`src/rtl/btn_press_classifier_pkg.sv`:
```
// Shared types and helpers for the button press classifier.
package btn_evt_pkg;

    typedef enum logic [2:0] {
        IDLE,
        PRESS1,
        LONG_HOLD,
        WAIT_GAP,
        PRESS2
    } btn_state_t;

    // 64-bit math: CLOCK_FREQ * ms overflows 32 bits at realistic clock rates.
    function automatic longint unsigned ms_to_cycles(input longint unsigned freq_hz,
                                                     input longint unsigned ms);
        return freq_hz * ms / 64'd1000;
    endfunction

endpackage

```
`src/rtl/btn_press_classifier_if.sv`:
```
// Debounced level in, classified press events out.
interface btn_press_classifier_if;
    logic debounced_i;
    logic short_press_o;
    logic long_press_o;
    logic double_press_o;
    logic held_o;

    modport master (output debounced_i,
                    input  short_press_o, long_press_o, double_press_o, held_o);
    modport slave  (input  debounced_i,
                    output short_press_o, long_press_o, double_press_o, held_o);
endinterface

```
`src/rtl/btn_press_classifier_edge_det.sv`:
```
// Rising-edge detector; the history register resets high so a button
// held through reset must be released before it can register a press.
module btn_edge_det (
    input  logic clk_i,
    input  logic reset_ni,
    input  logic level_i,
    output logic rise_o
);
    logic d_q;

    always_ff @(posedge clk_i) begin
        if (!reset_ni) d_q <= 1'b1;
        else           d_q <= level_i;
    end

    assign rise_o = level_i & ~d_q;
endmodule

```
`src/rtl/btn_press_classifier.sv`:
```
// Classifies debounced button presses into short / long / double events
// with one-cycle registered pulses and a held level.
module btn_press_classifier
    import btn_evt_pkg::*;
#(
    parameter int unsigned CLOCK_FREQ    = 10_000_000,
    parameter int unsigned LONG_PRESS_MS = 1000,
    parameter int unsigned DOUBLE_GAP_MS = 300,
    parameter int unsigned WIDTH_COUNTER = 24
) (
    input  logic                   clk_i,
    input  logic                   reset_ni,
    btn_press_classifier_if.slave  btn
);
    localparam longint unsigned LONG_CYCLES = ms_to_cycles(CLOCK_FREQ, LONG_PRESS_MS);
    localparam longint unsigned GAP_CYCLES  = ms_to_cycles(CLOCK_FREQ, DOUBLE_GAP_MS);
    localparam longint unsigned CNT_LIMIT   = longint'(1) << WIDTH_COUNTER;
    localparam logic [WIDTH_COUNTER-1:0] LONG_LAST = WIDTH_COUNTER'(LONG_CYCLES - 1);
    localparam logic [WIDTH_COUNTER-1:0] GAP_LAST  = WIDTH_COUNTER'(GAP_CYCLES - 1);

    if (LONG_CYCLES < 2 || GAP_CYCLES < 1) begin : g_bad_cycles
        $error("btn_press_classifier: need LONG_CYCLES >= 2 and GAP_CYCLES >= 1");
    end
    if (LONG_CYCLES >= CNT_LIMIT || GAP_CYCLES >= CNT_LIMIT) begin : g_bad_width
        $error("btn_press_classifier: WIDTH_COUNTER too small for the cycle counts");
    end

    btn_state_t               state_q;
    logic [WIDTH_COUNTER-1:0] cnt_q;
    logic                     short_q, long_q, double_q, held_q;
    logic                     rise;

    btn_edge_det u_edge (
        .clk_i    (clk_i),
        .reset_ni (reset_ni),
        .level_i  (btn.debounced_i),
        .rise_o   (rise)
    );

    always_ff @(posedge clk_i) begin
        if (!reset_ni) begin
            state_q  <= IDLE;
            cnt_q    <= '0;
            short_q  <= 1'b0;
            long_q   <= 1'b0;
            double_q <= 1'b0;
            held_q   <= 1'b0;
        end else begin
            short_q  <= 1'b0;
            long_q   <= 1'b0;
            double_q <= 1'b0;
            case (state_q)
                IDLE: if (rise) begin
                    state_q <= PRESS1;
                    cnt_q   <= '0;
                    held_q  <= 1'b1;
                end
                PRESS1: begin
                    if (!btn.debounced_i) begin
                        state_q <= WAIT_GAP;
                        cnt_q   <= '0;
                        held_q  <= 1'b0;
                    end else if (cnt_q == LONG_LAST) begin
                        state_q <= LONG_HOLD;
                        cnt_q   <= '0;
                        long_q  <= 1'b1;
                    end else begin
                        cnt_q <= cnt_q + 1'b1;
                    end
                end
                LONG_HOLD: if (!btn.debounced_i) begin
                    state_q <= IDLE;
                    cnt_q   <= '0;
                    held_q  <= 1'b0;
                end
                // A second rise beats gap expiry on the same edge.
                WAIT_GAP: begin
                    if (rise) begin
                        state_q  <= PRESS2;
                        cnt_q    <= '0;
                        double_q <= 1'b1;
                        held_q   <= 1'b1;
                    end else if (cnt_q == GAP_LAST) begin
                        state_q <= IDLE;
                        cnt_q   <= '0;
                        short_q <= 1'b1;
                    end else begin
                        cnt_q <= cnt_q + 1'b1;
                    end
                end
                PRESS2: if (!btn.debounced_i) begin
                    state_q <= IDLE;
                    cnt_q   <= '0;
                    held_q  <= 1'b0;
                end
                default: begin
                    state_q <= IDLE;
                    cnt_q   <= '0;
                    held_q  <= 1'b0;
                end
            endcase
        end
    end

    assign btn.short_press_o  = short_q;
    assign btn.long_press_o   = long_q;
    assign btn.double_press_o = double_q;
    assign btn.held_o         = held_q;
endmodule

```
`src/flat_wrapper.sv`:
```
// flat-port wrapper written by rule: the top's interface ports become plain ports
module btn_press_classifier_flat import btn_evt_pkg::*;
#(
    parameter int unsigned CLOCK_FREQ    = 10_000_000,
    parameter int unsigned LONG_PRESS_MS = 1000,
    parameter int unsigned DOUBLE_GAP_MS = 300,
    parameter int unsigned WIDTH_COUNTER = 24
)
  (clk_i, reset_ni, btn_debounced_i, btn_short_press_o, btn_long_press_o, btn_double_press_o, btn_held_o);
  btn_press_classifier_if btn_i ();
  input  logic clk_i;
  input  logic reset_ni;
  input wire logic [$bits(btn_i.debounced_i)-1:0] btn_debounced_i;
  output wire logic [$bits(btn_i.short_press_o)-1:0] btn_short_press_o;
  output wire logic [$bits(btn_i.long_press_o)-1:0] btn_long_press_o;
  output wire logic [$bits(btn_i.double_press_o)-1:0] btn_double_press_o;
  output wire logic [$bits(btn_i.held_o)-1:0] btn_held_o;
  assign btn_i.debounced_i = btn_debounced_i;
  assign btn_short_press_o = btn_i.short_press_o;
  assign btn_long_press_o = btn_i.long_press_o;
  assign btn_double_press_o = btn_i.double_press_o;
  assign btn_held_o = btn_i.held_o;
  btn_press_classifier #(.CLOCK_FREQ(CLOCK_FREQ), .LONG_PRESS_MS(LONG_PRESS_MS), .DOUBLE_GAP_MS(DOUBLE_GAP_MS), .WIDTH_COUNTER(WIDTH_COUNTER)) u_core (.clk_i(clk_i), .reset_ni(reset_ni), .btn(btn_i));
endmodule
```
`config.mk`:
```
export PLATFORM = sky130hd
export DESIGN_NAME = btn_press_classifier_flat
export DESIGN_NICKNAME = d
export VERILOG_FILES = /design/src/rtl/btn_press_classifier_pkg.sv /design/src/rtl/btn_press_classifier_if.sv /design/src/rtl/btn_press_classifier_edge_det.sv /design/src/rtl/btn_press_classifier.sv /design/src/flat_wrapper.sv
export SDC_FILE = /design/constraint.sdc
export NUM_CORES = 1
export LEC_CHECK = 0
export ABC_AREA = 1
export CAP_MARGIN = 20
export CORE_ASPECT_RATIO = 1.25
export CORE_MARGIN = 5
export CORE_UTILIZATION = 55
export DETAILED_ROUTE_END_ITERATION = 8
export GPL_TIMING_DRIVEN = 0
export PLACE_DENSITY = 0.74
export SLEW_MARGIN = 20
export SYNTH_ARGS = -nofsm -noshare
export SYNTH_HDL_FRONTEND = slang
export SYNTH_SLANG_ARGS = --single-unit
```
`constraint.sdc`:
```
create_clock -name clk_i -period 2 [get_ports clk_i]
set_input_delay 0.5 -clock clk_i [delete_from_list [all_inputs] [get_ports clk_i]]
set_output_delay 0.5 -clock clk_i [all_outputs]
set_load 0.1 [all_outputs]
```
; Word-level counts from Yosys, hierarchy flattened
; Cells that the tools add are included.
[classes]
n_bitwise = 4
n_eq_ne = 12
mux = 20
reduce_logical = 10
addsub = 1
[op_table]
columns = cell, count
row1 = 24-bit 2-to-1 mux, 6
row2 = 24-bit case mux with 4 select lines, 1
row3 = 24-bit by 1-bit adder with 24-bit output (second input constant), 1
row4 = 24-bit by 22-bit == test with 1-bit output (second input constant), 1
row5 = 24-bit == test (second input constant), 1
row6 = 3-bit 2-to-1 mux, 6
row7 = 3-bit case mux with 4 select lines, 1
row8 = 3-bit by 2-bit == test with 1-bit output (second input constant), 2
row9 = 2-bit AND reduction, 3
row10 = 3-bit OR reduction, 2
row11 = 1-bit 2-to-1 mux, 5
row12 = 2-bit by 1-bit inequality test with 1-bit output (second input constant), 2
row13 = 2-bit inequality test (second input constant), 2
row14 = 4-bit AND reduction, 1
row15 = 2-bit OR reduction, 2
row16 = 3-bit by 1-bit == test with 1-bit output (second input constant), 1
row17 = 3-bit == test (second input constant), 1
row18 = 3-bit logical NOT, 1
row19 = 3-bit by 1-bit inequality test with 1-bit output (second input constant), 1
row20 = 3-bit by 2-bit inequality test with 1-bit output (second input constant), 1
row21 = 1-bit NOT, 3
row22 = 3-bit AND reduction, 1
row23 = 1-bit case mux with 2 select lines, 1
row24 = 1-bit AND, 1
[totals]
regBits = 32
word_cells = 54

; Longest topological paths before layout
[depth]
word_depth = 4
mapped_depth = 12

; Modules after synthesis
; A second synthesis with hierarchy kept.
[hier_totals]
hier_cells = 282
area_unflattened_um2 = 1913.1
[by_module_without_submodules]
columns = module, area_per_inst_um2, n_inst, cells_each, seq_area_each_um2
row1 = btn_press_classifier, 1879.3, 1, 278, 620.6
row2 = btn_edge_det, 33.8, 1, 4, 20.0

; Worst setup path after synthesis
; Ideal clock, no wire load.
[synth_timing]
kind = reg-to-reg
from = register u_core.cnt_q[0]
to = register u_core.cnt_q[19]
path_slack_ns = 0.472
arrival_ns = 1.411
stages_incl_launch_ff = 12
period_less_slack_ns = 1.528
cell_sequence = dfxtp_1 > ha_1 > nand2_1 > inv_1 > nand2_2 > nor2_1 > nand2_1 > nand2_1 > nand3_4 > nand2_4 > buf_12 > nor2_2
[synth_between]
elab_chain_cells = 4
[synth_lines]
columns = item, line_no
row1 = start: declaration, btn_press_classifier.sv:29  ; logic [WIDTH_COUNTER-1:0] cnt_q;
row2 = start signal: assignment, btn_press_classifier.sv:68  ; cnt_q <= cnt_q + 1'b1;
row3 = start signal: assignment, btn_press_classifier.sv:88  ; cnt_q <= cnt_q + 1'b1;
row4 = "24-bit by 1-bit adder with 24-bit output, or another cell as far along", "btn_press_classifier.sv:68, btn_press_classifier.sv:88"
row5 = 24-bit 2-to-1 mux (on tied branches), "btn_press_classifier.sv:83, btn_press_classifier.sv:63"
row6 = 24-bit 2-to-1 mux (on tied branches), "btn_press_classifier.sv:78, btn_press_classifier.sv:59"
row7 = 24-bit case mux with 4 select lines *, btn_press_classifier.sv:52  ; case (state_q)
; Every way passes the cells marked *; elsewhere a longest branch is shown, timed or not.
; A chain may end at the register's enable or synchronous reset.

; Final worst setup path
[layout_timing]
from = register u_core.long_q (netlist: u_core.btn.long_press_o)
to = output btn_long_press_o
[layout_lines]
columns = item, line_no
row1 = start: declaration, btn_press_classifier.sv:30  ; logic short_q, long_q, double_q, held_q;
row2 = start signal: assignment, btn_press_classifier.sv:45  ; long_q <= 1'b0;
row3 = start signal: assignment, btn_press_classifier.sv:50  ; long_q <= 1'b0;
row4 = start signal: assignment, btn_press_classifier.sv:66  ; long_q <= 1'b1;
row5 = end: declaration, flat_wrapper.sv:15  ; output wire logic [$bits(btn_i.long_press_o)-1:0] btn_long_press_o;
; No word-level cell between the ends.

==> results_dict.tcl <==
set metrics [dict create \
    yosys_warnings 0 \
    clock-sinks 32 \
    worstPathRequired_ns 1.50 \
    pre_cts_ws_ns -0.329 \
    ys_async_sr_fraction_pct 0 \
    whs_ns 0.468 \
    seq_area_um2 641 \
    r2r_start "u_core.cnt_q[0]" \
    cap_violations 0 \
    p_leak_nw 0.916 \
    syn-num-nets 290 \
    ff2ff_setup_slack_ns 0.21 \
    power.density_nw_per_um2 908 \
    cp_cell_sequence "dlygate4sd2_1" \
    grt_setup_unrepaired "false" \
    post-route-period-util_pct 96.6 \
    syn_avg_cell_area_um2 6.44 \
    core_area_um2 3220 \
    ys_ff_latch 32 \
    die-area_um2 4620 \
    cp.arrival_ns 1.43 \
    ir_drop_v 0.000711 \
    synthCells 286 \
    drc 0 \
    diodes 0 \
    power_w 0.00187 \
    multi_input_area_um2 1010 \
    overflow 0 \
    ys.flop_type "dfxtp_1" \
    fin_crit_ns 1.93 \
    status "finished, final reports clean" \
    grt_first_pass_wirelength_mm 7.17 \
    hold_end "u_core.u_edge.d_q" \
    rows 23 \
    synthesis.area_um2 1840 \
    drive_above_1_share_pct 12.7 \
    worst_hold_path.num_cells 2 \
    synth_edf_count 0 \
    cts_resized 5 \
    cts_setup_buffers 0 \
    path_buf_inv 1 \
    reg2reg_to "u_core.cnt_q[22]" \
    design_area_um2 2060 \
    holdCritPathClass "primary input to register" \
    worstSkewPairLatency_ns 0.29 \
    critPathCaptureType "primary output" \
    cp_slowest_cell "dlygate4sd2_1" \
    crit_fanout 1 \
    fin_tns_setup_ns 0 \
    antenna_found_initial 0 \
    drv_slew 0 \
    grt_start_max_net_pins 11 \
    placed_area_um2 1940 \
    hold_violations 0 \
    wl_per_cell_um 12.2 \
    vias_per_cell 5.24 \
    dieWidth_um 61.8 \
    grt_use_total_pct 21.2 \
    first_iter_violations 118 \
    cp_slowest_stage_delay_ns 0.84 \
    holdBufCountCts 0 \
    io_buffers 5 \
    cts_tree "done" \
    cp_top_family "buffers and inverters" \
    synth_cell_types 28 \
    die_h_um 74.7 \
    critPathLaunchType "register" \
    tightest_slew_ns 0.954 \
    finalSetupViolCount 0 \
    clockRootBuffer "clkbuf_8" \
    dpl.hpwl_mm 3.07 \
    worst_slack_ns 0.0689 \
    areaGrowthSynthToFinish_pct 11.5 \
    r2r_cells 11 \
    fmax_mhz 518 \
    fin_nets 302 \
    fillCellCount 321 \
    clock_path_buffers 2 \
    clkTransAtPathRegs_ns 0.07 \
    grt_pass1_vias 1669 \
    h-tree-depth 2 \
    slew-limit-headroom_pct 36.7 \
    gp_congestion 0.917 \
    firstDrtPassIters 4 \
    path_class "register to primary output" \
    wirelength_mm 4.09 \
    num_vias 1762 \
    io_pins 7 \
    ant_nets 0 \
    synth_seq_area_share_pct 34.8 \
    min-delay-start "reset_ni" \
    finalClockSkew_ns 0.00672 \
    start_util_pct 57.2 \
    numCtsBuffers 5 \
]
[Yosys cell counts, types with 2 or more instances]
library cell | instances | area share [%]
nand2_1 | 69 | 14
inv_1 | 45 | 9.2
nor2_1 | 42 | 8.6
dfxtp_1 | 32 | 35
nand3_1 | 22 | 6.0
nor2_2 | 12 | 4.1
nand4_1 | 11 | 3.7
o21ai_0 | 10 | 2.7
nor3_1 | 8 | 2.2
a21oi_1 | 5 | 1.4
nand2_2 | 4 | 1.4
xor2_1 | 4 | 1.9
buf_2 | 2 | 0.54
buf_4 | 2 | 0.81
nand3b_1 | 2 | 0.81
nor4_1 | 2 | 0.68
or2_2 | 2 | 0.68
xnor2_1 | 2 | 0.95
[sequential cells by signal (all words and copies together) (netlist names)]
signal,flops
u_core.btn.double_press_o,1
u_core.btn.held_o,1
u_core.btn.long_press_o,1
u_core.btn.short_press_o,1
u_core.cnt_q,24
u_core.state_q,3
u_core.u_edge.d_q,1
[worst max path at each step]
| stage | start | to | cells past startpoint |
|---|---|---|---|
| CTS | u_core.btn.held_o | btn_held_o | 1 |
| global route | u_core.btn.long_press_o | btn_long_press_o | 1 |
| finish | u_core.btn.long_press_o | btn_long_press_o | 1 |
| detailed placement | btn_debounced_i | u_core.cnt_q[11] | 9 |
| global placement | btn_debounced_i | u_core.cnt_q[11] | 9 |
| floorplan | u_core.cnt_q[0] | u_core.cnt_q[19] | 11 |
[layer usage]
metal,routed length (um),vias up,track usage (%)
met3,219,16,4.97
li1,-,922,-
met4,176,0,12.0
met2,2040,58,36.2
met5,0,-,0
met1,1650,766,23.5
[cell families (layout without fill, tap and decap cells)]
logic type | after synthesis | in the layout | synth area share [%]
simple gates | 179 | 179 | 45.1
buf+inv | 51 | 64 | 11.8
flops | 32 | 32 | 34.8
compound gates | 17 | 17 | 4.75
xor+xnor | 6 | 6 | 2.85
fa+ha+maj | 1 | 1 | 0.679
[layout make-up]
cell class / count / area share, %
clock buffer: 6 / 4.02
sequential: 32 / 31.2
multi-input combinational: 203 / 49.1
tap: 37 / 2.25
buffer: 5 / 2.43
inverter: 46 / 8.52
timing repair buffer: 5 / 2.01
clock inverter: 2 / 0.487
[power breakdown]
group	switching, W	total [W]	leakage [nW]	internal (W)
clock network	0.000248	0.000522	0.0510	0.000274
logic	0.000453	0.000642	0.606	0.000189
registers	0.0000280	0.000703	0.259	0.000675
[cell usage in the layout (no fill, tap or decap), types with 2 or more instances in the layout]
master,instances
a21oi_1,5
buf_4,3
clkbuf_8,6
clkinv_2,2
dfxtp_1,32
dlygate4sd2_1,3
inv_1,45
nand2_1,69
nand2_2,3
nand3_1,21
nand3b_1,2
nand4_1,11
nor2_1,42
nor2_2,12
nor3_1,8
nor4_1,2
o21ai_0,10
or2_2,2
xnor2_1,2
xor2_1,4
[per-stage QoR]
stage,util (%),std cells
floorplan,-,286
global placement,60.2,328
detailed placement,60.2,328
CTS,63.0,336
global route,63.8,336
finish,63.8,336
(Power assumes the default switching activity.)
